`config.mk`:
```
export PLATFORM = sky130hd
export DESIGN_NAME = cga_intr_cntlr_lvlsched_flat
export DESIGN_NICKNAME = d
export VERILOG_FILES = /design/src/rtl/cga_intr_pkg.sv /design/src/rtl/cga_intr_cntlr_lvlsched_if.sv /design/src/rtl/cga_intr_prienc.sv /design/src/rtl/cga_intr_cntlr_lvlsched.sv /design/src/flat_wrapper.sv
export SDC_FILE = /design/constraint.sdc
export NUM_CORES = 1
export LEC_CHECK = 0
export CAP_MARGIN = 20
export CORE_ASPECT_RATIO = 0.6
export CORE_MARGIN = 2
export CORE_UTILIZATION = 37
export DETAILED_ROUTE_END_ITERATION = 7
export GPL_ROUTABILITY_DRIVEN = 0
export PLACE_DENSITY = 0.87
export SYNTH_ARGS = -nofsm -noshare
export SYNTH_HDL_FRONTEND = slang
export SYNTH_SLANG_ARGS = --single-unit
export TNS_END_PERCENT = 5
```
`constraint.sdc`:
```
create_clock -name MCLK -period 2.5 [get_ports MCLK]
set_clock_uncertainty 0.2 [all_clocks]
set_input_delay 0.375 -clock MCLK [delete_from_list [all_inputs] [get_ports MCLK]]
set_output_delay 0.375 -clock MCLK [all_outputs]
set_load 0.005 [all_outputs]
```
`src/rtl/cga_intr_pkg.sv`:
```
// Shared definitions for the level-scheduling interrupt controller: FSM encoding,
// default level count and the level-number width helper.
package cga_intr_pkg;

  localparam int unsigned NLEV_DEF = 16;

  localparam logic [1:0] ST_IDLE = 2'd0;
  localparam logic [1:0] ST_REQ  = 2'd1;
  localparam logic [1:0] ST_DONE = 2'd2;

  // Width of a level number; never below one bit so a 2-level build still has an index.
  function automatic int unsigned lvlw(input int unsigned n);
    return (n <= 2) ? 1 : $clog2(n);
  endfunction

endpackage

```
`src/rtl/cga_intr_cntlr_lvlsched_if.sv`:
```
// Level-change handshake between the interrupt controller (slave) and the
// microcode sequencer (master).
interface cga_intr_cntlr_lvlsched_if
  import cga_intr_pkg::*;
#(
  parameter int unsigned NLEV = NLEV_DEF,
  parameter int unsigned LVLW = lvlw(NLEV)
);
  logic            ION;
  logic [LVLW-1:0] PIL;
  logic            ACK;
  logic            INTRQ;
  logic [LVLW-1:0] NEWLVL;

  modport master (output ION, PIL, ACK, input INTRQ, NEWLVL);
  modport slave  (input ION, PIL, ACK, output INTRQ, NEWLVL);
endinterface

```
`src/rtl/cga_intr_prienc.sv`:
```
// Combinational priority encoder: index of the highest set bit plus a valid flag.
module cga_intr_prienc
  import cga_intr_pkg::*;
#(
  parameter int unsigned NLEV = NLEV_DEF,
  parameter int unsigned LVLW = lvlw(NLEV)
) (
  input  logic [NLEV-1:0] vec,
  output logic            valid,
  output logic [LVLW-1:0] idx
);

  always_comb begin
    valid = 1'b0;
    idx   = '0;
    for (int unsigned i = 0; i < NLEV; i++) begin
      if (vec[i]) begin
        valid = 1'b1;
        idx   = LVLW'(i);
      end
    end
  end

endmodule

```
`src/rtl/cga_intr_cntlr_lvlsched.sv`:
```
// Interrupt level scheduler: PID/PIE registers, priority selection and the
// IDLE/REQ/DONE level-change handshake. Optional macro: CGA_INTR_ACK_CLR_EN.
module cga_intr_cntlr_lvlsched
  import cga_intr_pkg::*;
#(
  parameter int unsigned NLEV = NLEV_DEF,
  parameter int unsigned LVLW = lvlw(NLEV)
) (
  input  logic                         MCLK,
  input  logic                         RESETN,
  input  logic [NLEV-1:0]              IREQ,
  input  logic [NLEV-1:0]              FIDB,
  input  logic                         WRPIE,
  input  logic                         CLRPID,
  cga_intr_cntlr_lvlsched_if.slave     hs,
  output logic [NLEV-1:0]              PIDO,
  output logic [NLEV-1:0]              PIEO
);

  logic [1:0]      state;
  logic [NLEV-1:0] pid;
  logic [NLEV-1:0] pie;
  logic [NLEV-1:0] candVec;
  logic [NLEV-1:0] clrMask;
  logic [NLEV-1:0] ackClr;
  logic            candValid;
  logic [LVLW-1:0] candIdx;
  logic            intrq;
  logic [LVLW-1:0] newLvl;
  logic            takeAck;

  // Level 0 is the background level and can never be requested.
  always_comb begin
    candVec    = pid & pie;
    candVec[0] = 1'b0;
  end

  cga_intr_prienc #(
    .NLEV (NLEV),
    .LVLW (LVLW)
  ) uPrienc (
    .vec   (candVec),
    .valid (candValid),
    .idx   (candIdx)
  );

  assign takeAck = (state == ST_REQ) && hs.ION && hs.ACK;
  assign clrMask = CLRPID ? FIDB : '0;

`ifdef CGA_INTR_ACK_CLR_EN
  always_comb begin
    ackClr = '0;
    if (takeAck) ackClr[newLvl] = 1'b1;
  end
`else
  assign ackClr = '0;
`endif

  // Set is OR-ed in last so a same-cycle IREQ beats both clear sources.
  always_ff @(posedge MCLK or negedge RESETN) begin
    if (!RESETN) begin
      pid <= '0;
      pie <= '0;
    end else begin
      pid <= (pid & ~clrMask & ~ackClr) | IREQ;
      if (WRPIE) pie <= FIDB;
    end
  end

  always_ff @(posedge MCLK or negedge RESETN) begin
    if (!RESETN) begin
      state  <= ST_IDLE;
      intrq  <= 1'b0;
      newLvl <= '0;
    end else begin
      case (state)
        ST_IDLE: begin
          if (hs.ION && candValid && (candIdx > hs.PIL)) begin
            state  <= ST_REQ;
            intrq  <= 1'b1;
            newLvl <= candIdx;
          end
        end
        ST_REQ: begin
          if (!hs.ION) begin
            state <= ST_IDLE;
            intrq <= 1'b0;
          end else if (hs.ACK) begin
            state <= ST_DONE;
            intrq <= 1'b0;
          end
        end
        ST_DONE: begin
          state <= ST_IDLE;
          intrq <= 1'b0;
        end
        default: begin
          state <= ST_IDLE;
          intrq <= 1'b0;
        end
      endcase
    end
  end

  assign hs.INTRQ  = intrq;
  assign hs.NEWLVL = newLvl;
  assign PIDO      = pid;
  assign PIEO      = pie;

endmodule

```
`src/flat_wrapper.sv`:
```
// flat-port wrapper written by rule: the top's interface ports become plain ports
module cga_intr_cntlr_lvlsched_flat import cga_intr_pkg::*;
#(
  parameter int unsigned NLEV = NLEV_DEF,
  parameter int unsigned LVLW = lvlw(NLEV)
)
  (MCLK, RESETN, IREQ, FIDB, WRPIE, CLRPID, PIDO, PIEO, hs_ION, hs_PIL, hs_ACK, hs_INTRQ, hs_NEWLVL);
  cga_intr_cntlr_lvlsched_if #(.NLEV(NLEV), .LVLW(LVLW)) hs_i ();
  input  logic MCLK;
  input  logic RESETN;
  input  logic [NLEV-1:0] IREQ;
  input  logic [NLEV-1:0] FIDB;
  input  logic WRPIE;
  input  logic CLRPID;
  output logic [NLEV-1:0] PIDO;
  output logic [NLEV-1:0] PIEO;
  input wire logic [$bits(hs_i.ION)-1:0] hs_ION;
  input wire logic [$bits(hs_i.PIL)-1:0] hs_PIL;
  input wire logic [$bits(hs_i.ACK)-1:0] hs_ACK;
  output wire logic [$bits(hs_i.INTRQ)-1:0] hs_INTRQ;
  output wire logic [$bits(hs_i.NEWLVL)-1:0] hs_NEWLVL;
  assign hs_i.ION = hs_ION;
  assign hs_i.PIL = hs_PIL;
  assign hs_i.ACK = hs_ACK;
  assign hs_INTRQ = hs_i.INTRQ;
  assign hs_NEWLVL = hs_i.NEWLVL;
  cga_intr_cntlr_lvlsched #(.NLEV(NLEV), .LVLW(LVLW)) u_core (.MCLK(MCLK), .RESETN(RESETN), .IREQ(IREQ), .FIDB(FIDB), .WRPIE(WRPIE), .CLRPID(CLRPID), .hs(hs_i), .PIDO(PIDO), .PIEO(PIEO));
endmodule
```
* After elaboration in Yosys (flattened, before gate mapping)
Cells that the tools add are included.
W data, S select, Z words.
** Word-level totals
- Register bits :: 39
** Operators by class
- $lt $le $gt $ge :: 1
- Equality and inequality tests :: 3
- Muxes and demuxes :: 39
- Bitwise operators :: 4
- Reduce and logical (&&, ||, !) cells :: 5
** Operator list (number)
- $mux W4 :: 14
- $and A16 B16 Y16 :: 2
- $mux W1 :: 19
- $mux W16 :: 1
- $not A16 Y16 :: 1
- $or A16 B16 Y16 :: 1
- $mux W2 :: 3
- $gt A4 B4 Y1 :: 1
- $pmux W2 S2 :: 1
- $reduce_and A2 Y1 :: 2
- $ne A3 B3 Y1 const B :: 1
- $eq A2 B1 Y1 const B :: 1
- $logic_and A1 B1 Y1 :: 2
- $logic_not A2 Y1 :: 1
- $ne A2 B1 Y1 const B :: 1
- $pmux W1 S2 :: 1

* Depth between registers and ports, before layout
Gate-level depths: netlist (run 1).
- Depth in word-level cells :: 20
- Mapped depth :: 10

* Cells and area by module
A second synthesis (run 1) with hierarchy kept.
** Second synthesis, totals
- Cells, all modules :: 157
- Area, all modules :: 1804.2 µm²
** Modules (own cells, without submodules)
- cga_intr_cntlr_lvlsched :: instances 1, cells each 128, area an instance 1642.8 µm²
- cga_intr_prienc :: instances 1, cells each 29, area an instance 161.4 µm²

* Worst setup path after synthesis (run 1)
No wires, ideal clock.
- Kind :: register to register
- Start :: register u_core.pid[6] (netlist: u_core.PIDO[6])
- End :: register u_core.newLvl[1] (netlist: u_core.hs.NEWLVL[1])
- Setup time :: 0.125 ns
- Arrival :: 2.109 ns
- Data required time :: 2.175 ns
- Slack :: 0.066 ns
- Stages on the path, launching flop included :: 11
- Period minus slack after synthesis :: 2.434 ns
- Cell sequence :: dfrtp_1 > nand2_1 > a32o_1 > a311oi_1 > a2bb2oi_1 > ha_1 > nand4_1 > nand3b_1 > a21oi_1 > o21ai_4 > mux2_2
** Between the ends
- Longest elaborated chain between the ends :: 14
- Elaborated cells on any way between the ends :: 25
- Those cells by class :: 1 x order compare; 20 x mux; 1 x bitwise; 3 x reduce/logical
** Ends and longest elaborated chain
- from (decl) :: line cga_intr_cntlr_lvlsched.sv:21 : logic [NLEV-1:0] pid;
- from (signal assigned) :: line cga_intr_cntlr_lvlsched.sv:65 : pid <= (pid & ~clrMask & ~ackClr) | IREQ;
- $and A16 B16 Y16 * :: line cga_intr_cntlr_lvlsched.sv:34 : candVec = pid & pie;
- $mux W4 / $mux W1 (equally long branches) (10 in a row) :: line cga_intr_prienc.sv:17 : if (vec[i]) begin
- $gt A4 B4 Y1 / $logic_and A1 B1 Y1 (equally long branches) :: line cga_intr_cntlr_lvlsched.sv:78 : if (hs.ION && candValid && (candIdx > hs.PIL)) begin
- $logic_and A1 B1 Y1 :: line cga_intr_cntlr_lvlsched.sv:78
- $reduce_and A2 Y1 (no line)
- to (signal assigned) :: line cga_intr_cntlr_lvlsched.sv:81 : newLvl <= candIdx;
- to (decl) :: line cga_intr_cntlr_lvlsched.sv:29 : logic [LVLW-1:0] newLvl;
Every way passes the cells marked *; elsewhere a longest branch is shown, timed or not.
A chain may end at the register's enable or synchronous reset.

* Worst setup path in the final report (run 1)
- Start :: register u_core.pid[5] (netlist: u_core.PIDO[5])
- End :: register u_core.newLvl[1] (netlist: u_core.hs.NEWLVL[1])
** Between the ends
- Longest elaborated chain between the ends :: 15
- Elaborated cells on any way between the ends :: 27
- Those cells by class :: 1 x order compare; 22 x mux; 1 x bitwise; 3 x reduce/logical
** Ends and longest elaborated chain (line)
- $and A16 B16 Y16 * :: cga_intr_cntlr_lvlsched.sv:34
- $mux W4 / $mux W1 (equally long branches) (11 in a row) :: cga_intr_prienc.sv:17
- $gt A4 B4 Y1 / $logic_and A1 B1 Y1 (equally long branches) :: cga_intr_cntlr_lvlsched.sv:78
- $logic_and A1 B1 Y1 :: cga_intr_cntlr_lvlsched.sv:78
- $reduce_and A2 Y1 (no line)
Marked as above.

==> results of run 1 <==
-- sequential cells by signal, summed over array words and instances, names as in the netlist --
signal	cells
u_core.PIDO	16
u_core.PIEO	16
u_core.hs.INTRQ	1
u_core.hs.NEWLVL	4
u_core.state	1
-- placed cells by master, fill, tap and decap left out, types with 2 or more instances in the layout --
cell type        netlist  routed
clkbuf_8               0       5
nor2b_1                2       2
mux2_4                 0       3
a32o_1                 2       2
a21o_1                15      15
o211ai_1               2       2
clkbuf_1               3       2
dfrtp_1               38      38
clkdlybuf4s50_1        0      77
buf_4                  0      30
nor2_1                 2       2
mux2_2                19      16
nand3_1                2       2
ha_1                   4       4
nand2_1               27      27
a22o_1                 3       3
inv_1                  4       4
nand4_1                2       2
a22o_2                 2       2
-- routing by layer --
metal	vias up	track usage [%]	part of all wire [%]
li1	748	-	-
met2	53	28.8	45
met1	767	25.2	48
met5	-	0	0
met3	5	6.61	7.0
met4	0	4.48	0.86
-- worst paths after layout --
path,from,end,cells after the start
max in group asynchronous,RESETN,u_core.PIDO[15]$_DFF_PN0_,2
worst min-delay path,u_core.PIDO[0]$_DFF_PN0_,u_core.PIDO[0]$_DFF_PN0_,1
min in group asynchronous,RESETN,u_core.PIEO[12]$_DFFE_PN0P_,2
worst min register to register,u_core.PIDO[0]$_DFF_PN0_,u_core.PIDO[0]$_DFF_PN0_,1
worst max register to register,u_core.PIDO[5]$_DFF_PN0_,u_core.hs.NEWLVL[1]$_DFFE_PN0P_,10
worst max-delay path,u_core.PIDO[5]$_DFF_PN0_,u_core.hs.NEWLVL[1]$_DFFE_PN0P_,10
-- power breakdown --
| part | leakage, nW | total (W) | internal (W) | switching [W] |
|---|---|---|---|---|
| clock | 0.0383 | 0.000392 | 0.000192 | 0.000200 |
| combinational | 0.815 | 0.000502 | 0.000328 | 0.000174 |
| sequential | 0.414 | 0.000738 | 0.000683 | 0.0000545 |
-- what timing repair did --
item,4_1_cts,5_1_grt
pin swaps,5,7
setup buffers,3,3
resized for setup,5,2
hold endpoints to repair,4,0
endpoints found under the setup margin,4,5
hold buffers,1,0
-- cell type report --
| type | instances | area share [%] |
|---|---|---|
| tap | 63 | 2.71 |
| inverter | 4 | 0.515 |
| clock buffer | 7 | 2.62 |
| multi-input combinational | 100 | 26.8 |
| sequential | 38 | 32.6 |
| timing repair buffer | 109 | 34.7 |
-- through the flow --
stage	std cells	hold slack [ns]	cell area, µm²
6_report	321	0.291	2910
5_1_grt	321	0.307	2910
4_1_cts	318	0.293	2880
3_5_place_dp	307	0.279	2750
3_3_place_gp	307	0.265	2750
2_1_floorplan	146	-0.121	1730
-- logic make-up after synthesis --
family          Yosys count
compound gates           36
fa+ha+maj                 4
buf+inv                   8
flops                    38
mux                      20
simple gates             40
==> results.toml, run 1 <==
[final_layout]
area_growth_pct = 68.3
fillCellCount = 358
drive_above_1_share_pct = 25.2
multi_input_area_um2 = 782
nets = 304
insertedDiodeCount = 0
final_core_util_pct = 64.2
layout.area.seq_um2 = 951

[global_routing]
grt_max_degree = 39
grt_pass1_vias = 1611
antenna_found_initial = 0
grt_usage_pct = 18.5
grt_pass1_wl_um = 7540
grt.overflow.total = 0

[setup_path]
r2r_slack_ns = -0.07
crit_buf_inv = 1
required_ns = 2.48
crit_path_max_fanout = 4
slowest_delay_ns = 0.38
worstSetupPathType = "reg2reg"
cpMaxStageDelayCell = "dfrtp_1"
critPathTopFamily = "compound AO/OA/AOI/OAI gates"
critPathCaptureType = "flop"
cp.arrival_ns = 2.55
crit_chain = "buf_4 > a32o_1 > a311oi_2 > a2bb2oi_2 > ha_1 > nand4_1 > nand3b_1 > a21oi_2 > o21ai_4 > mux2_4"
start_kind = "flop"

[logic_synthesis]
synth_compound_area_share_pct = 16.7
syn_area_per_cell_um2 = 11.9
synthTopCellsByCount = "dfrtp_1, nand2_1, mux2_2"
synth-seq-cells = 38
synth_top_family_by_area = "compound AO/OA/AOI/OAI gates"
synth_area_leaders = "dfrtp_1, mux2_2, a21o_1"
ys.flop_type = "dfrtp_1"
synth-seq-area-share_pct = 54.9
synthArstFlopShare_pct = 100
synthCells = 146
yosys_warnings = 0
synth_top_cell_by_area = "dfrtp_1"
yosysMostFrequentCell = "dfrtp_1"
synth.top_cell.area_share_pct = 54.9
synth_area_um2 = 1730
synth_simple_gate_area_share_pct = 10.8
synth-edff-count = 0
synthMuxAreaShare_pct = 12.9
synthAdderAreaFrac_pct = 2.89
synth_nets = 192
synth-xor-area-share_pct = 0
ys_types = 33

[timing]
tns_ns = -0.236
worstMarginPinSlew_ns = 0.806
fin_crit_sh_pct = 103
clock.fmax_ghz = 0.389
rsz0062_at_grt = "true"
period_needed_ns = 2.57
slew_viol_final = 0
hold_viol = 0
worst_slack_ns = -0.0688
slew_headroom_pct = 46.3
setup_violations = 4

[outcome]
violations = "setup timing"
status = "finished, violations left"

[flow_run]
max_cap_viol_count = 0

[drt]
drt_iter0_drc = 33
routed_via_density = 4.90
ant_nets = 0
num_vias = 1573
drc = 0
wl_per_cell_um = 14.9
drt_wl_total_um = 4790
first_pass_iters = 4

[clock_tree]
insertion_delay_ns = 0.29
clock_path_buffers = 2
clock_sinks = 38
h-tree-depth = 2
clk_pin_slew_worst_paths_ns = 0.07
cts_made_buffers = 5
ctsRootBufferMaster = "clkbuf_8"
cts_tree = "done"

[floorplan]
core-area_um2 = 4540
die_h_um = 57.0
io_pins = 79
rows = 19
start_util_pct = 38.1
chipWidth_um = 92.3
die-area_um2 = 5260

[placement]
place.port_buffers = 78
place_hpwl_um = 3770
place_ws_ns = -0.176

[pwr]
power_w = 0.00163
p_per_area_nw_per_um2 = 560
p_leak_nw = 1.27
peakVddDrop_mv = 0.291

[hold_path]
min_path_type = "reg2reg"
(Power assumes the default switching activity.)
==> run 2, diff against run 1 <==
--- a/config.mk
+++ b/config.mk
@@ -6,12 +6,14 @@
 export NUM_CORES = 1
 export LEC_CHECK = 0
 export CAP_MARGIN = 20
+export CELL_PAD_IN_SITES_DETAIL_PLACEMENT = 2
+export CELL_PAD_IN_SITES_GLOBAL_PLACEMENT = 2
 export CORE_ASPECT_RATIO = 0.6
 export CORE_MARGIN = 2
-export CORE_UTILIZATION = 37
+export CORE_UTILIZATION = 22
 export DETAILED_ROUTE_END_ITERATION = 7
 export GPL_ROUTABILITY_DRIVEN = 0
-export PLACE_DENSITY = 0.87
+export PLACE_DENSITY = 0.85
 export SYNTH_ARGS = -nofsm -noshare
 export SYNTH_HDL_FRONTEND = slang
 export SYNTH_SLANG_ARGS = --single-unit
==> run 2 against run 1 <==
Net effect: the flow still finishes with violations (setup timing); sequential power is 0.8% higher; global-route usage is 3.0 points lower; maximum frequency is 4.7% lower; total power is 17% higher; largest power group unchanged; highest routed layer unchanged.
==> results.toml, run 2 (synthesis gave the netlist of run 1 again) <==
[setup_path]
worstSetupPathType = "reg2reg"
cp.arrival_ns = 2.66
start_kind = "flop"
reg2reg_from = "u_core.PIDO[5]$_DFF_PN0_"
critPathTopFamily = "compound AO/OA/AOI/OAI gates"
cpMostUsedCell = "o211ai_1"
crit_start = "u_core.PIDO[5]$_DFF_PN0_"
crit_buf_inv = 0
slowest_delay_ns = 0.39
crit_path_max_fanout = 4
cpMaxStageDelayCell = "dfrtp_1"
required_ns = 2.46
critPathCaptureType = "flop"
crit_chain = "a22o_1 > o211ai_1 > a31oi_1 > o21bai_1 > ha_1 > nor2b_1 > o211ai_1 > a21oi_2 > o21ai_4 > mux2_4"

[timing]
worst_slack_ns = -0.196
period_needed_ns = 2.70
tns_ns = -0.817
setup_violations = 5
hold_viol = 0
clock.fmax_ghz = 0.371
worstMarginPinSlew_ns = 0.888
rsz0062_at_grt = "true"
fin_crit_sh_pct = 108
slew_viol_final = 0
slew_headroom_pct = 40.8

[placement]
place.port_buffers = 78
place_hpwl_um = 4890
place_ws_ns = -0.258

[drt]
routed_via_density = 4.41
num_vias = 1633
first_pass_iters = 3
drt_iter0_drc = 64
drc = 0
wl_per_cell_um = 17.3
drt_wl_total_um = 6390
ant_nets = 0

[global_routing]
grt_usage_pct = 15.5
antenna_found_initial = 0
grt_pass1_vias = 1876
grt_pass1_wl_um = 10300
grt_max_degree = 39
grt.overflow.total = 0

[clock_tree]
cts_tree = "done"
clock_sinks = 38
clk_pin_slew_worst_paths_ns = 0.06
ctsRootBufferMaster = "clkbuf_16"
postCtsHoldBufs = 0
h-tree-depth = 2
insertion_delay_ns = 0.28
clock_path_buffers = 2
cts_made_buffers = 5

[pwr]
p_leak_nw = 1.31
p_per_area_nw_per_um2 = 620
peakVddDrop_mv = 0.256

[outcome]
violations = "setup timing"
status = "finished, violations left"

[final_layout]
insertedDiodeCount = 0
fillCellCount = 845
area_growth_pct = 77.2
mostFrequentLayoutCell = "clkdlybuf4s50_1"
nets = 307
drive_above_1_share_pct = 28.2
final_cell_mix = "clkdlybuf4s50_1, dfrtp_1, buf_4"

[floorplan]
chipWidth_um = 119
die-area_um2 = 8620
die_h_um = 72.7
rows = 25
core-area_um2 = 7760
io_pins = 79
start_util_pct = 22.3

[flow_run]
max_cap_viol_count = 0

[hold_path]
min_path_type = "in2async"
[run 2: changes by cell type in the layout (fill, tap and decap cells not counted), moves of 2 or more]
| cell | change |
|---|---|
| clkbuf_16 | +5 |
| buf_4 | +4 |
| clkbuf_1 | -2 |
| clkbuf_8 | -5 |
[run 2: worst register-to-register path: cells and delay by family (launching register included)]
kind,cells,cell delay (ns)
multiplexers,1,0.33
AO/OA/AOI/OAI,7,1.25
flip-flops,1,0.39
adder cells (fa/ha/maj),1,0.28
AND/OR/NAND/NOR,1,0.13
[run 2: repair_timing]
action	in CTS	in global routing
pin swaps	5	2
gates resized for setup	7	2
cloned	0	0
setup buffers	4	0
setup endpoints to repair	5	5
[run 2: final cells by class]
cell class	count	area, µm²	share of cell area (%)
Clock buffer	5	125	4.08
Clock inverter	3	21.3	0.693
Inverter	4	15.0	0.489
Multi-Input combinational cell	100	790	25.7
Sequential cell	38	951	31.0
Tap cell	108	135	4.40
Timing Repair Buffer	112	1030	33.6
[run 2: power by group]
| group | total [W] | switching (W) | internal, W |
|---|---|---|---|
| registers | 0.000744 | 0.0000606 | 0.000684 |
| logic | 0.000532 | 0.000197 | 0.000335 |
| clock network | 0.000626 | 0.000257 | 0.000369 |
| total | 0.00190 | 0.000515 | 0.00139 |
[run 2: layer usage]
layer / vias to the layer above / track usage, % / share of wire (%)
met2: 50 / 26.0 / 47
li1: 763 / - / -
met4: 0 / 1.59 / 0.25
met5: - / 0 / 0
met1: 815 / 20.5 / 47
met3: 5 / 5.16 / 6.5
[run 2: path summary, 6_finish.rpt]
| check | to | slack, ns | cells after the start |
|---|---|---|---|
| worst max-delay path | u_core.hs.NEWLVL[1]$_DFFE_PN0P_ | -0.20 | 10 |
| worst min-delay path | u_core.PIDO[8]$_DFF_PN0_ | 0.02 | 1 |
| worst max register to register | u_core.hs.NEWLVL[1]$_DFFE_PN0P_ | -0.20 | 10 |
| worst min register to register | u_core.PIDO[0]$_DFF_PN0_ | 0.30 | 1 |
| max in group asynchronous | u_core.PIEO[12]$_DFFE_PN0P_ | 1.52 | 1 |
| min in group MCLK | u_core.PIDO[0]$_DFF_PN0_ | 0.30 | 1 |
[run 2: per-stage QoR]
step	util (%)	hold WS, ns	cell area [µm²]	cells	total power, W
after global routing	39.5	0.0859	3070	370	0.00201
final	39.5	0.0152	3070	370	0.00190
after floorplan	-	-0.121	1730	146	0.000905
after detailed placement	36.8	0.282	2850	358	0.00125
after global placement	36.8	0.259	2850	358	0.00123
after CTS	39.5	0.0439	3060	370	0.00192
==> patch 1: new RTL, flow settings as in run 1 <==
Change the package constant `NLEV_DEF` from 16 to 32.
--- a/src/rtl/cga_intr_pkg.sv
+++ b/src/rtl/cga_intr_pkg.sv
@@ -3,5 +3,5 @@
 package cga_intr_pkg;
 
-  localparam int unsigned NLEV_DEF = 16;
+  localparam int unsigned NLEV_DEF = 32;
 
   localparam logic [1:0] ST_IDLE = 2'd0;
Interface: changed (6 resized); port bits go from 79 to 145. The function was not compared with the original's and may differ.
==> patch 1 against run 1 <==
The flow still finishes with violations (negative setup slack). Synthesized cell count grew 90%. Utilization grew 5.2 points. Non-clock buffer count grew 135. Worst setup slack lost 0.42 ns. Cell area grew 100%. Power grew 110%. Area after synthesis grew 87%. Routed wire length grew 120%. Sequential cell count grew 33. Critical path type unchanged.
==> patch 1: results (changes against run 1) <==
[sta]
fin_setup_tns_ns=-2.606  ; -2.370 ns
finalWorstSetupSlack_ns=-0.4909  ; -0.4221 ns
finalSetupViolations=6  ; +2
worstMarginPinSlew_ns=0.7995  ; -0.006692 ns

[logic_synthesis]
synth_area_leaders=dfrtp_1 55%, mux2_2 11%, a21o_1 7.9%
syn_nets=357  ; +86%
ys_types=43  ; +30%
synth_top_cells_by_count=71 x dfrtp_1, 56 x nand2_1, 34 x a21o_1

[setup_path]
reg2reg_depth=17  ; +7
cp_max_fo=3  ; -1
timing.critical_path.from=u_core.PIDO[4]
cp-endpoint=u_core.hs.NEWLVL[0]

[routing]
vias_per_cell=5.027  ; +2.6%
dr_wl_met2_um=4873  ; +130%
wl_per_cell_um=16.55  ; +11%
drt-initial-drc-count=126  ; +280%
wl_met3_um=720  ; +110%

[power_and_ir_drop]
power_leakage_nw=2.596  ; +100%

[layout]
layout-drive-gt1-share_pct=31.06  ; +5.9 points
nNetsFinal=605  ; +99%

[placed_design]
place_ws_ns=-0.5075  ; -0.3313 ns

[clock_network]
cts.htree.levels=3  ; +1
clk-insertion-delay-late_ns=0.33  ; +0.04 ns

[status]
violations=negative setup slack
status=complete, but fails checks

[global_routing]
grt_pass1_vias=3480  ; +120%

patch 1: cell types whose count changed after synthesis, moves of 2 or more:
cell             run 1  this run
a21o_1              15        34
a221oi_1             0         2
a222oi_1             0         2
a22o_2               2         0
a22oi_1              1         9
buf_1                0         3
dfrtp_1             38        71
mux2_2              19        32
mux2_4               0         4
nand2_1             27        56
nand2b_1             0         3
nand3_1              2         6
patch 1: repair_timing:
item                                    CTS  global route
setup buffers                            12             0
hold endpoints to repair                 33             0
pin swaps                                 5             1
hold buffers                              1             0
resized for setup                         5             4
endpoints found under the setup margin    6             6
patch 1: power by group:
part | internal (W) | switching (W) | total, W
Combinational | 0.000653 | 0.000355 | 0.00101
Sequential | 0.00126 | 0.0000887 | 0.00135
Clock | 0.000712 | 0.000432 | 0.00114
patch 1: logic make-up after synthesis:
logic type	share of synthesized area, %
simple gates	10.87
mux	13.31
flops	54.93
fa+ha+maj	1.934
buf+inv	1.393
compound gates	17.56
patch 1: area by class of cell:
cell class              instances  area [um^2]
multi-input cells             194         1473
repair buffers                244         2218
inverters                       5        18.77
flip-flops and latches         71         1777
fillers                       609         2599
clock buffers                  13        260.3
well taps                     112        140.1
clock inverters                 1        5.005
patch 1: worst min-delay path by stage:
| stage | cells after the start | to | startpoint | slack, ns |
|---|---|---|---|---|
| detailed placement | 1 | u_core.PIDO[0] | u_core.PIDO[0] | 0.28 |
| CTS | 1 | u_core.PIDO[0] | u_core.PIDO[0] | 0.29 |
| finish | 1 | u_core.PIDO[0] | u_core.PIDO[0] | 0.28 |
| floorplan | 0 | u_core.PIDO[0] | RESETN | -0.12 |
| global route | 1 | u_core.PIDO[0] | u_core.PIDO[0] | 0.32 |
| global placement | 1 | u_core.state[1] | RESETN | 0.27 |
patch 1: through the flow:
step	instances	area, um^2
6_report	640	5892
5_1_grt	640	5892
4_1_cts	640	5877
3_5_place_dp	613	5493
3_3_place_gp	613	5493
2_1_floorplan	277	3264
patch 1: worst max-delay path, delay by kind of cell, from the launching register on:
family | cells | cell delay (ns)
buf+inv | 12 | 1.49
compound gates | 4 | 0.73
flops | 1 | 0.39
mux | 1 | 0.12
patch 1: metal layers:
metal	vias to the layer above	track usage [%]
met1	1573	31.48
li1	1516	-
met2	111	35.85
met5	-	0
met3	17	7.584
met4	0	6.067
==> patch 2: new RTL, flow settings as in run 1 <==
Made on the original files. Reset style: synchronous (`RESETN`), changed in 2 clocked blocks.
--- a/src/rtl/cga_intr_cntlr_lvlsched.sv
+++ b/src/rtl/cga_intr_cntlr_lvlsched.sv
@@ -58,5 +58,5 @@
 
   // Set is OR-ed in last so a same-cycle IREQ beats both clear sources.
-  always_ff @(posedge MCLK or negedge RESETN) begin
+  always_ff @(posedge MCLK) begin
     if (!RESETN) begin
       pid <= '0;
@@ -68,5 +68,5 @@
   end
 
-  always_ff @(posedge MCLK or negedge RESETN) begin
+  always_ff @(posedge MCLK) begin
     if (!RESETN) begin
       state  <= ST_IDLE;
Function: differs if RESETN is asserted again (counterexample within 4 cycles, from zero or initial values and one cycle with RESETN low); with RESETN held inactive, the same outputs for 10 cycles.
==> patch 2 against run 1 <==
Worst setup slack improved by 0.077 ns. Fmax rose by 3.1%. Synthesized cell count grew 32%. Die area decreased by 1.2%. Cell area grew 0.56%. Via count rose by 14%. Routed wire length increased by 9.5%. Area after synthesis decreased by 1.2%. Power grew 0.60%. Sequential power down 7.2%. Sequential share of layout area is 6.5 points lower. Sequential cell count stayed put. Highest routed layer unchanged.
==> patch 2: results (changes against run 1) <==
[status]
status=completed

[power_and_ir_drop]
power_leakage_nw=1.264  ; -0.29%
switchingPower_w=0.0004144  ; -3.4%
pwr-share-seq_pct=41.7  ; -3.5 points
power_per_cell_area_nw_per_um2=560.2  ; about the same
power_frac_clock_pct=32.0  ; +8.0 points

[setup_path]
r2r-end=u_core.hs.NEWLVL[0]
cp_max_fo=3  ; -1
rrSetupSlack_ns=0.008  ; +0.08 ns

[layout]
layout-drive-gt1-share_pct=19.02  ; -6.2 points
nFillCells=365  ; +2.0%
nNetsFinal=351  ; +15%

[global_routing]
grt_pass1_wl_um=8128  ; +7.8%
grt_pass1_vias=1744  ; +8.3%
globalRouteTotalUtil_pct=20.05  ; +1.5 points

[routing]
wl_per_cell_um=14.26  ; -4.5%

[placed_design]
dp.final_hpwl_um=3981  ; +5.7%
dpl_cell_area_um2=2783  ; +1.2%

[logic_synthesis]
ys_seq_area_share_pct=44.48  ; -10 points
ys_types=37  ; +12%
synth_top_cells_by_count=38 x dfxtp_1, 34 x nor2_1, 26 x nand2_1
synth_area_leaders=dfxtp_1 44%, mux2i_1 9.4%, nor2_1 7.5%
syn_nets=239  ; +24%
ys_async_sr_fraction_pct=0  ; -100 points
ys.flop_type=dfxtp_1

[worst_hold_path]
hold_path.startpoint=u_core.PIDO[0]
hold-path-cell-count=2  ; +1
whs_endpoint=u_core.PIDO[0]

[sta]
worstMarginPinSlew_ns=0.3762  ; -0.4300 ns

## patch 2: worst max path at each step
stage | end | slack [ns]
finish | u_core.hs.NEWLVL[0] | 0.008
global route | u_core.hs.NEWLVL[1] | -0.12
CTS | u_core.hs.NEWLVL[0] | 0.009
detailed placement | u_core.hs.NEWLVL[0] | -0.05
global placement | u_core.hs.NEWLVL[1] | 0.11
floorplan | u_core.hs.NEWLVL[0] | 0.1
## patch 2: stage by stage
step / util (%) / setup TNS (ns) / cells / hold slack [ns]
after floorplan: - / 0 / 193 / 0.2748
after global placement: 61.61 / 0 / 359 / 0.2696
after detailed placement: 61.61 / -0.08066 / 359 / 0.2818
after CTS: 64.54 / 0 / 367 / 0.2995
after global routing: 64.88 / -0.5393 / 368 / 0.3331
final: 64.88 / 0 / 368 / 0.2906
## patch 2: routing by layer
layer  GRT usage, %  up-vias  wire, um
met5              0        -         0
met4          5.117        0        80
li1               -      899         -
met1          25.67      824      2475
met3          6.980        9       328
met2          32.56       69      2361
## patch 2: cell families (layout without fill, tap and decap cells)
| family | after synthesis | count (layout) | synth area share [%] |
|---|---|---|---|
| AOI/OAI and AO/OA | 44 | 44 | 19.17 |
| adders and majority gates | 4 | 4 | 2.926 |
| buffers and inverters | 13 | 125 | 2.926 |
| DFF | 38 | 38 | 44.48 |
| muxes | 16 | 16 | 9.363 |
| and+or+nand+nor | 78 | 78 | 21.14 |
## patch 2: cell type report
cell class | instances | share of cell area (%)
timing repair buffer | 112 | 35.35
multi-input combinational | 142 | 31.26
sequential | 38 | 26.09
clock buffer | 6 | 2.818
tap | 63 | 2.690
clock inverter | 1 | 1.025
inverter | 6 | 0.7686
## patch 2: repair_timing
action	4_1_cts	5_1_grt
resized for setup	2	5
pin swaps	5	3
endpoints found under the setup margin	4	5
hold buffers	0	0
setup buffers	1	1
